### src/rtl/color_pkg.sv
// Shared definitions for the colour-adjust pipeline: mode encodings, luma weights, default widths.
package color_pkg;

  typedef enum logic [1:0] {
    MODE_BYPASS = 2'd0,
    MODE_OFFSET = 2'd1,
    MODE_GAIN   = 2'd2,
    MODE_GREY   = 2'd3
  } mode_e;

  // BT.601-style luma weights scaled by 2^LUMA_SHIFT; they sum to 256 so white maps to white.
  localparam int unsigned LUMA_R     = 77;
  localparam int unsigned LUMA_G     = 150;
  localparam int unsigned LUMA_B     = 29;
  localparam int unsigned LUMA_SHIFT = 8;

  localparam int unsigned DEF_COORD_W   = 10;
  localparam int unsigned DEF_COLOR_W   = 8;
  localparam int unsigned DEF_GAIN_W    = 8;
  localparam int unsigned DEF_GAIN_FRAC = 4;
  localparam int unsigned DEF_OFS_W     = 9;

endpackage

### src/rtl/color_sat_add.sv
// Adds a signed offset to an unsigned channel product and clamps to [0, 2^COLOR_W-1].
module color_sat_add #(
  parameter int unsigned P_W     = 12,
  parameter int unsigned OFS_W   = 9,
  parameter int unsigned COLOR_W = 8
) (
  input  logic [P_W-1:0]     p_i,
  input  logic [OFS_W-1:0]   ofs_i,
  output logic [COLOR_W-1:0] sum_o,
  output logic               clip_o
);

  // Two guard bits keep the sum free of overflow for any product/offset pair.
  localparam int unsigned S_W = ((P_W > OFS_W) ? P_W : OFS_W) + 2;
  localparam logic signed [S_W-1:0] MAX_S = S_W'((1 << COLOR_W) - 1);

  logic signed [S_W-1:0] sum;

  always_comb begin
    sum    = {{(S_W - P_W){1'b0}}, p_i} + {{(S_W - OFS_W){ofs_i[OFS_W-1]}}, ofs_i};
    sum_o  = sum[COLOR_W-1:0];
    clip_o = 1'b0;
    if (sum[S_W-1]) begin
      sum_o  = '0;
      clip_o = 1'b1;
    end else if (sum > MAX_S) begin
      sum_o  = MAX_S[COLOR_W-1:0];
      clip_o = 1'b1;
    end
  end

endmodule

### src/rtl/color_adjust_pipe.sv
// Two-stage per-channel gain/offset/greyscale colour stage feeding the display write FIFO.
module color_adjust_pipe
  import color_pkg::*;
#(
  parameter int unsigned COORD_W   = DEF_COORD_W,
  parameter int unsigned COLOR_W   = DEF_COLOR_W,
  parameter int unsigned GAIN_W    = DEF_GAIN_W,
  parameter int unsigned GAIN_FRAC = DEF_GAIN_FRAC,
  parameter int unsigned OFS_W     = DEF_OFS_W
) (
  input  logic               clk_25,
  input  logic               reset,
  input  logic               valid,
  output logic               ready,
  input  logic [COORD_W-1:0] x_i,
  input  logic [COORD_W-1:0] y_i,
  input  logic [COLOR_W-1:0] red_i,
  input  logic [COLOR_W-1:0] green_i,
  input  logic [COLOR_W-1:0] blue_i,
  input  logic [1:0]         mode_i,
  input  logic [GAIN_W-1:0]  gain_r_i,
  input  logic [GAIN_W-1:0]  gain_g_i,
  input  logic [GAIN_W-1:0]  gain_b_i,
  input  logic [OFS_W-1:0]   ofs_r_i,
  input  logic [OFS_W-1:0]   ofs_g_i,
  input  logic [OFS_W-1:0]   ofs_b_i,
  input  logic               wrfull,
  output logic               wrreq,
  output logic               wrclk_25,
  output logic [COORD_W-1:0] x_o,
  output logic [COORD_W-1:0] y_o,
  output logic [COLOR_W-1:0] red_o,
  output logic [COLOR_W-1:0] green_o,
  output logic [COLOR_W-1:0] blue_o,
  output logic               clip_o
);

  localparam int unsigned PROD_W = COLOR_W + GAIN_W;
  localparam int unsigned P_W    = PROD_W - GAIN_FRAC;
  localparam int unsigned L_W    = COLOR_W + 10;

  logic en, s2_valid;

  assign en       = ~(s2_valid & wrfull);
  assign ready    = en;
  assign wrreq    = s2_valid & ~wrfull;
  assign wrclk_25 = clk_25;

  // Stage 1: product / luma selection and per-pixel offset selection.
  logic [PROD_W-1:0]  prod_r, prod_g, prod_b;
  logic [L_W-1:0]     luma;
  logic [P_W-1:0]     p_r_d, p_g_d, p_b_d;
  logic [OFS_W-1:0]   o_r_d, o_g_d, o_b_d;

  always_comb begin
    prod_r = PROD_W'(red_i) * PROD_W'(gain_r_i);
    prod_g = PROD_W'(green_i) * PROD_W'(gain_g_i);
    prod_b = PROD_W'(blue_i) * PROD_W'(gain_b_i);
    luma   = L_W'(LUMA_R) * L_W'(red_i) + L_W'(LUMA_G) * L_W'(green_i)
           + L_W'(LUMA_B) * L_W'(blue_i);
    p_r_d  = P_W'(red_i);
    p_g_d  = P_W'(green_i);
    p_b_d  = P_W'(blue_i);
    o_r_d  = '0;
    o_g_d  = '0;
    o_b_d  = '0;
    unique case (mode_e'(mode_i))
      MODE_BYPASS: ;
      MODE_OFFSET: begin
        o_r_d = ofs_r_i;
        o_g_d = ofs_g_i;
        o_b_d = ofs_b_i;
      end
      MODE_GAIN: begin
        p_r_d = prod_r[GAIN_FRAC +: P_W];
        p_g_d = prod_g[GAIN_FRAC +: P_W];
        p_b_d = prod_b[GAIN_FRAC +: P_W];
        o_r_d = ofs_r_i;
        o_g_d = ofs_g_i;
        o_b_d = ofs_b_i;
      end
      MODE_GREY: begin
        p_r_d = P_W'(luma[LUMA_SHIFT +: COLOR_W]);
        p_g_d = P_W'(luma[LUMA_SHIFT +: COLOR_W]);
        p_b_d = P_W'(luma[LUMA_SHIFT +: COLOR_W]);
        o_r_d = ofs_r_i;
        o_g_d = ofs_r_i;
        o_b_d = ofs_r_i;
      end
    endcase
  end

  logic               s1_valid;
  logic [COORD_W-1:0] s1_x, s1_y;
  logic [P_W-1:0]     s1_p_r, s1_p_g, s1_p_b;
  logic [OFS_W-1:0]   s1_o_r, s1_o_g, s1_o_b;

  always_ff @(posedge clk_25 or negedge reset) begin
    if (!reset) begin
      s1_valid <= 1'b0;
      s1_x     <= '0;
      s1_y     <= '0;
      s1_p_r   <= '0;
      s1_p_g   <= '0;
      s1_p_b   <= '0;
      s1_o_r   <= '0;
      s1_o_g   <= '0;
      s1_o_b   <= '0;
    end else if (en) begin
      s1_valid <= valid;
      if (valid) begin
        s1_x   <= x_i;
        s1_y   <= y_i;
        s1_p_r <= p_r_d;
        s1_p_g <= p_g_d;
        s1_p_b <= p_b_d;
        s1_o_r <= o_r_d;
        s1_o_g <= o_g_d;
        s1_o_b <= o_b_d;
      end
    end
  end

  // Stage 2: saturating offset add into the output registers.
  logic [COLOR_W-1:0] sat_r, sat_g, sat_b;
  logic               clip_r, clip_g, clip_b;

  color_sat_add #(.P_W(P_W), .OFS_W(OFS_W), .COLOR_W(COLOR_W)) u_sat_r (
    .p_i(s1_p_r), .ofs_i(s1_o_r), .sum_o(sat_r), .clip_o(clip_r)
  );
  color_sat_add #(.P_W(P_W), .OFS_W(OFS_W), .COLOR_W(COLOR_W)) u_sat_g (
    .p_i(s1_p_g), .ofs_i(s1_o_g), .sum_o(sat_g), .clip_o(clip_g)
  );
  color_sat_add #(.P_W(P_W), .OFS_W(OFS_W), .COLOR_W(COLOR_W)) u_sat_b (
    .p_i(s1_p_b), .ofs_i(s1_o_b), .sum_o(sat_b), .clip_o(clip_b)
  );

  always_ff @(posedge clk_25 or negedge reset) begin
    if (!reset) begin
      s2_valid <= 1'b0;
      x_o      <= '0;
      y_o      <= '0;
      red_o    <= '0;
      green_o  <= '0;
      blue_o   <= '0;
      clip_o   <= 1'b0;
    end else if (en) begin
      s2_valid <= s1_valid;
      if (s1_valid) begin
        x_o     <= s1_x;
        y_o     <= s1_y;
        red_o   <= sat_r;
        green_o <= sat_g;
        blue_o  <= sat_b;
        clip_o  <= clip_r | clip_g | clip_b;
      end
    end
  end

endmodule

### config.mk
export PLATFORM = sky130hd
export DESIGN_NAME = color_adjust_pipe
export DESIGN_NICKNAME = d
export VERILOG_FILES = /design/src/rtl/color_pkg.sv /design/src/rtl/color_sat_add.sv /design/src/rtl/color_adjust_pipe.sv
export SDC_FILE = /design/constraint.sdc
export NUM_CORES = 1
export LEC_CHECK = 0
export BUFFER_PORTS_ARGS = -buffer_cell sky130_fd_sc_hd__clkbuf_2
export CORE_ASPECT_RATIO = 2
export CORE_UTILIZATION = 60
export CTS_CLUSTER_DIAMETER = 30
export DETAILED_ROUTE_END_ITERATION = 8
export PLACE_DENSITY_LB_ADDON = 0.15
export SYNTH_ARGS = -nofsm -noshare
export SYNTH_HDL_FRONTEND = slang
export SYNTH_SLANG_ARGS = --single-unit
### constraint.sdc
create_clock -name clk_25 -period 4.2 [get_ports clk_25]
set_input_delay 1.26 -clock clk_25 [delete_from_list [all_inputs] [get_ports clk_25]]
set_output_delay 1.26 -clock clk_25 [all_outputs]
set_load 0.01 [all_outputs]
## After elaboration in Yosys (flattened, before gate mapping)

Index checks and enable logic that the tools add are counted.

| storage, ports and cells | value |
|---|---|
| register bits after elaboration | 130 |
| output and inout bits | 48 |

| operators by class | value |
|---|---|
| equal/unequal tests | 3 |
| multiply operators | 6 |
| $lt $le $gt $ge | 3 |
| reduce and logical (&&, ||, !) cells | 4 |
| bitwise logic cells | 6 |
| muxes and demuxes | 18 |
| add/subtract/negate cells | 5 |

Operator list:

| operator | count |
|---|---|
| case mux 12 bit (2 select lines) | 3 |
| multiplier 8 x 8 -> 16 bit | 3 |
| 2-to-1 mux 8 bit | 6 |
| adder 13 x 9 -> 14 bit | 3 |
| > comparator 14 x 9 -> 1 bit, second input constant | 3 |
| case mux 9 bit (2 select lines) | 2 |
| multiplier 7 x 8 -> 15 bit, first input constant | 2 |
| adder 15 x 16 -> 16 bit | 1 |
| adder 16 x 13 -> 16 bit | 1 |
| multiplier 5 x 8 -> 13 bit, first input constant | 1 |
| 2-to-1 mux 9 bit | 1 |
| 2-to-1 mux 1 bit | 6 |
| equality test 2 bit, second input constant | 2 |
| AND reduction 2 bit | 2 |
| OR reduction 3 bit | 1 |
| bitwise AND 1 bit | 2 |
| equality test 2 x 1 -> 1 bit, second input constant | 1 |
| inverter 1 bit | 2 |
| bitwise OR 1 bit | 2 |
| OR reduction 2 bit | 1 |

## Logic depth before layout (Yosys ltp)

| logic depth | value |
|---|---|
| depth after elaboration | 6 |
| mapped depth | 27 |
| depth with buffers taken out | 27 |

## Hierarchy

From an unflattened synthesis, not the netlist that was laid out.

| second synthesis, totals | value |
|---|---|
| cells, all modules | 1,855 |
| area total of the unflattened synthesis | 16,782.3 µm² |

By module, submodules not included:

| module | cells each | area an instance (µm²) | times used |
|---|---|---|---|
| color_adjust_pipe | 1,531 | 14,350.0 | 1 |
| color_sat_add | 108 | 810.8 | 3 |

==> run_results.csv <==
group,metric,value,unit
clocking,clk_pin_slew,0.06,ns
timing,worst_slack,-3.100,ns
layout,final_util,78.60,%
pwr,power.switching,7.155,mW
setup_path,endpoint_kind,"flip-flop",
grt,grt_use_total,34.18,%
layout,nets,2666,
placement,gp_congestion,0.9236,
job,max_cap_violations,0,
yosys,syn_area_per_cell,8.764,um^2
setup_path,r2r_start,"s1_p_g[0]",
pwr,internal_power,8.451,mW
routing,vias_per_cell,5.789,
setup_path,cp.arrival,7.60,ns
placement,port_buffers,148,
layout,final_cell_mix,"nand2_1 (314), inv_1 (248), ha_1 (192)",
status,violations,"negative setup slack",
timing,setup_viol,36,
clocking,cts_max_level,4,
clocking,cts_tree,"yes",
placement,post_dp_cell_area,19110,um^2
die,die_w,118.2,um
clocking,cts_buffers,17,
setup_path,path_max_fanout,4,
timing,report.final.hold_viol_count,0,
yosys,yosysWarnings,0,
yosys,synth-edff-count,0,
layout,design_area,20740,um^2
pwr,p_clk_share,8.5,%
timing,layout_min_cycle_time,7.300,ns
timing,slew_headroom,33.92,%
layout,syn_to_final_growth,27.97,%
grt,grt_pass1_wl,73.86,mm
yosys,syn-num-nets,2341,
setup_path,required,4.50,ns
routing,routed_wl,47.14,mm
pwr,pwr-share-comb,79.0,%
die,start_util,61.43,%
min_path,hp-class,"reg -> reg",
timing,fmax,0.1370,GHz
yosys,synthFlopType,"dfrtp_1",
min_path,min-delay-start,"s1_y[9]",
grt,antenna_found_initial,0,
yosys,synthArstFlopShare,100.0,%
routing,ant_nets,0,
timing,rsz0062_at_grt,"yes",
status,status,"finished with violations",
yosys,synth.distinct_cells,64,
die,pin_count,149,
grt,grt_overflow,0,
timing,worstMarginPinSlew,0.9877,ns
yosys,syn_inst,1849,
layout,n_antenna_cell,0,
routing,drtPass1Iterations,5,
timing,timing.final.crit_share,173.8,%
routing,num_vias,14650,
placement,hpwl,37.18,mm
grt,grt_max_degree,62,
clocking,cts_root_buf,"clkbuf_16",
routing,wl_per_cell,18.63,um
setup_path,start_kind,"primary input",
pwr,report.power.total,15.61,mW
die,coreArea,26380,um^2
layout,final_common_cell,"nand2_1",
routing,drc,0,
die,chipHeight,234.4,um
die,fp-row-count,84,
pwr,p_leak,10.69,nW
routing,drt_iter0_drc,837,
setup_path,startpoint,"green_i[6]",
yosys,ys_seq_elements,130,
setup_path,timing_worst_setup_path_type,"in -> reg",
timing,slew_violations,0,
pwr,power.share.sequential,12.5,%
clocking,clockBufferDepth,2,
die,die_area,27710,um^2
timing,skew,0.006021,ns
pwr,cellPowerDensity,752.6,nW/um^2
grt,grt_pass1_vias,15460,
yosys,synth_area,16200,um^2
yosys,seq_area_frac_synth,20.08,%
layout,drive_above_1_share,27.36,%
pwr,ir_worst_vdd,1.095,mV
pwr,sw_frac_of_total,45.85,%
clocking,worstSkewPairLatency,0.43,ns
[metal layers]
| metal | part of all wire (%) | track usage, % | routed length, um |
|---|---|---|---|
| met5 | 0 | 0 | 0 |
| met4 | 8.2 | 24.64 | 3854 |
| met3 | 4.2 | 3.464 | 1993 |
| met2 | 55 | 67.33 | 25730 |
| met1 | 33 | 32.49 | 15570 |
[final cells by class]
class                      count  area (um^2)
fill                        1734         5644
clock inverter                14        90.09
inverter                     275         1035
sequential                   130         3253
tap                          344        430.4
multi-input combinational   1382        12740
timing repair buffer         367         2753
clock buffer                  18        430.4
[power by group through the flow]
stage / sequential (mW) / clock [mW] / combinational (mW)
final: 1.95 / 1.32 / 12.3
after CTS: 1.94 / 1.33 / 10.9
after global placement: 1.94 / 0.0144 / 9.73
after global routing: 1.99 / 1.38 / 13.4
after floorplan: 1.93 / 0.0196 / 6.67
after detailed placement: 1.96 / 0.0144 / 10.1
[path summary, 6_finish.rpt]
check | end | slack [ns] | depth (start not counted)
worst max-delay path | s1_p_r[7] | -3.10 | 27
worst min-delay path | y_o[9] | 0.46 | 2
worst max register to register | green_o[5] | 0.77 | 10
worst min register to register | y_o[9] | 0.46 | 2
max in group asynchronous | s1_p_g[9] | 2.51 | 2
min in group asynchronous | s1_y[3] | 0.83 | 1
[cell usage after synthesis, drive strengths merged (5+ instances only)]
master    n  area share, %
o21bai   17           0.81
and3      5           0.19
o21ai    75            2.3
clkbuf   58            1.3
nor2     74            1.7
nand3    18           0.56
a21o     20           0.93
nand2b    5           0.19
fa      166             21
ha      225             17
nand2   327            7.6
o21a     15           0.69
a31o      5           0.27
nand3b   10           0.46
a21oi    76            2.3
o311ai    6           0.43
or3       5           0.19
dfrtp   130             20
inv     275            6.4
nand4     5           0.19
and2     92            3.6
xnor2    42            2.3
a211oi   14           0.68
a31oi    10           0.39
mux2i     5           0.31
a221oi   12           0.65
o31ai    27            1.3
xor2     25            1.4
nor3     19           0.59
a22oi    27            1.3
[worst max-delay path, stage by stage]
cell and delay [ns]:
buf_8 0.10, ha_4 0.23, ha_4 0.27, inv_4 0.03, fa_1 0.49, fa_1 0.54
inv_2 0.05, ha_4 0.28, a21boi_2 0.18, nor2_2 0.08, xnor2_1 0.13, ha_1 0.31
fa_1 0.49, inv_1 0.05, fa_1 0.48, fa_1 0.57, inv_2 0.05, ha_4 0.21
a21o_1 0.19, nor4_4 0.29, nand3_2 0.12, a311o_1 0.42, buf_4 0.16, a21oi_4 0.12
a211oi_2 0.09, mux2i_2 0.26, o21ai_1 0.13
[cell families (layout without fill, tap and decap cells)]
logic type               Yosys count  count (layout)  share of synthesized area, %
XOR/XNOR                          67              67                         3.621
AND/OR/NAND/NOR                  583             583                         16.38
multiplexers                       5               5                        0.3089
adder cells (fa/ha/maj)          391             391                         37.88
flip-flops                       130             130                         20.08
buffers and inverters            337             674                         7.837
AO/OA/AOI/OAI                    336             336                         13.89
[through the flow]
stage                     setup TNS [ns]  hold slack, ns  cells  setup WS, ns
after floorplan                   -66.39          0.4386   1849        -2.911
after global placement            -85.59          0.4457   2472        -3.286
after detailed placement          -90.17          0.4471   2472        -3.486
after CTS                         -70.39          0.4624   2523        -2.921
after global routing              -78.25          0.5024   2530        -3.316
final                             -72.70          0.4619   2530        -3.100
[what timing repair did]
| item | in CTS | in global routing |
|---|---|---|
| pin swaps | 68 | 89 |
| hold endpoints to repair | 0 | 0 |
| setup buffers | 21 | 7 |
| hold buffers | 0 | 0 |
| setup endpoints to repair | 36 | 36 |
| gates resized for setup | 108 | 104 |
[state kept, by name (all words and copies together) (netlist names)]
name	cells
blue_o	8
clip_o	1
green_o	8
red_o	8
s1_o_b	9
s1_o_g	9
s1_o_r	9
s1_p_b	12
s1_p_g	12
s1_p_r	12
s1_valid	1
s1_x	10
s1_y	10
s2_valid	1
x_o	10
y_o	10
Note: power is estimated with default switching activity, not from simulation.
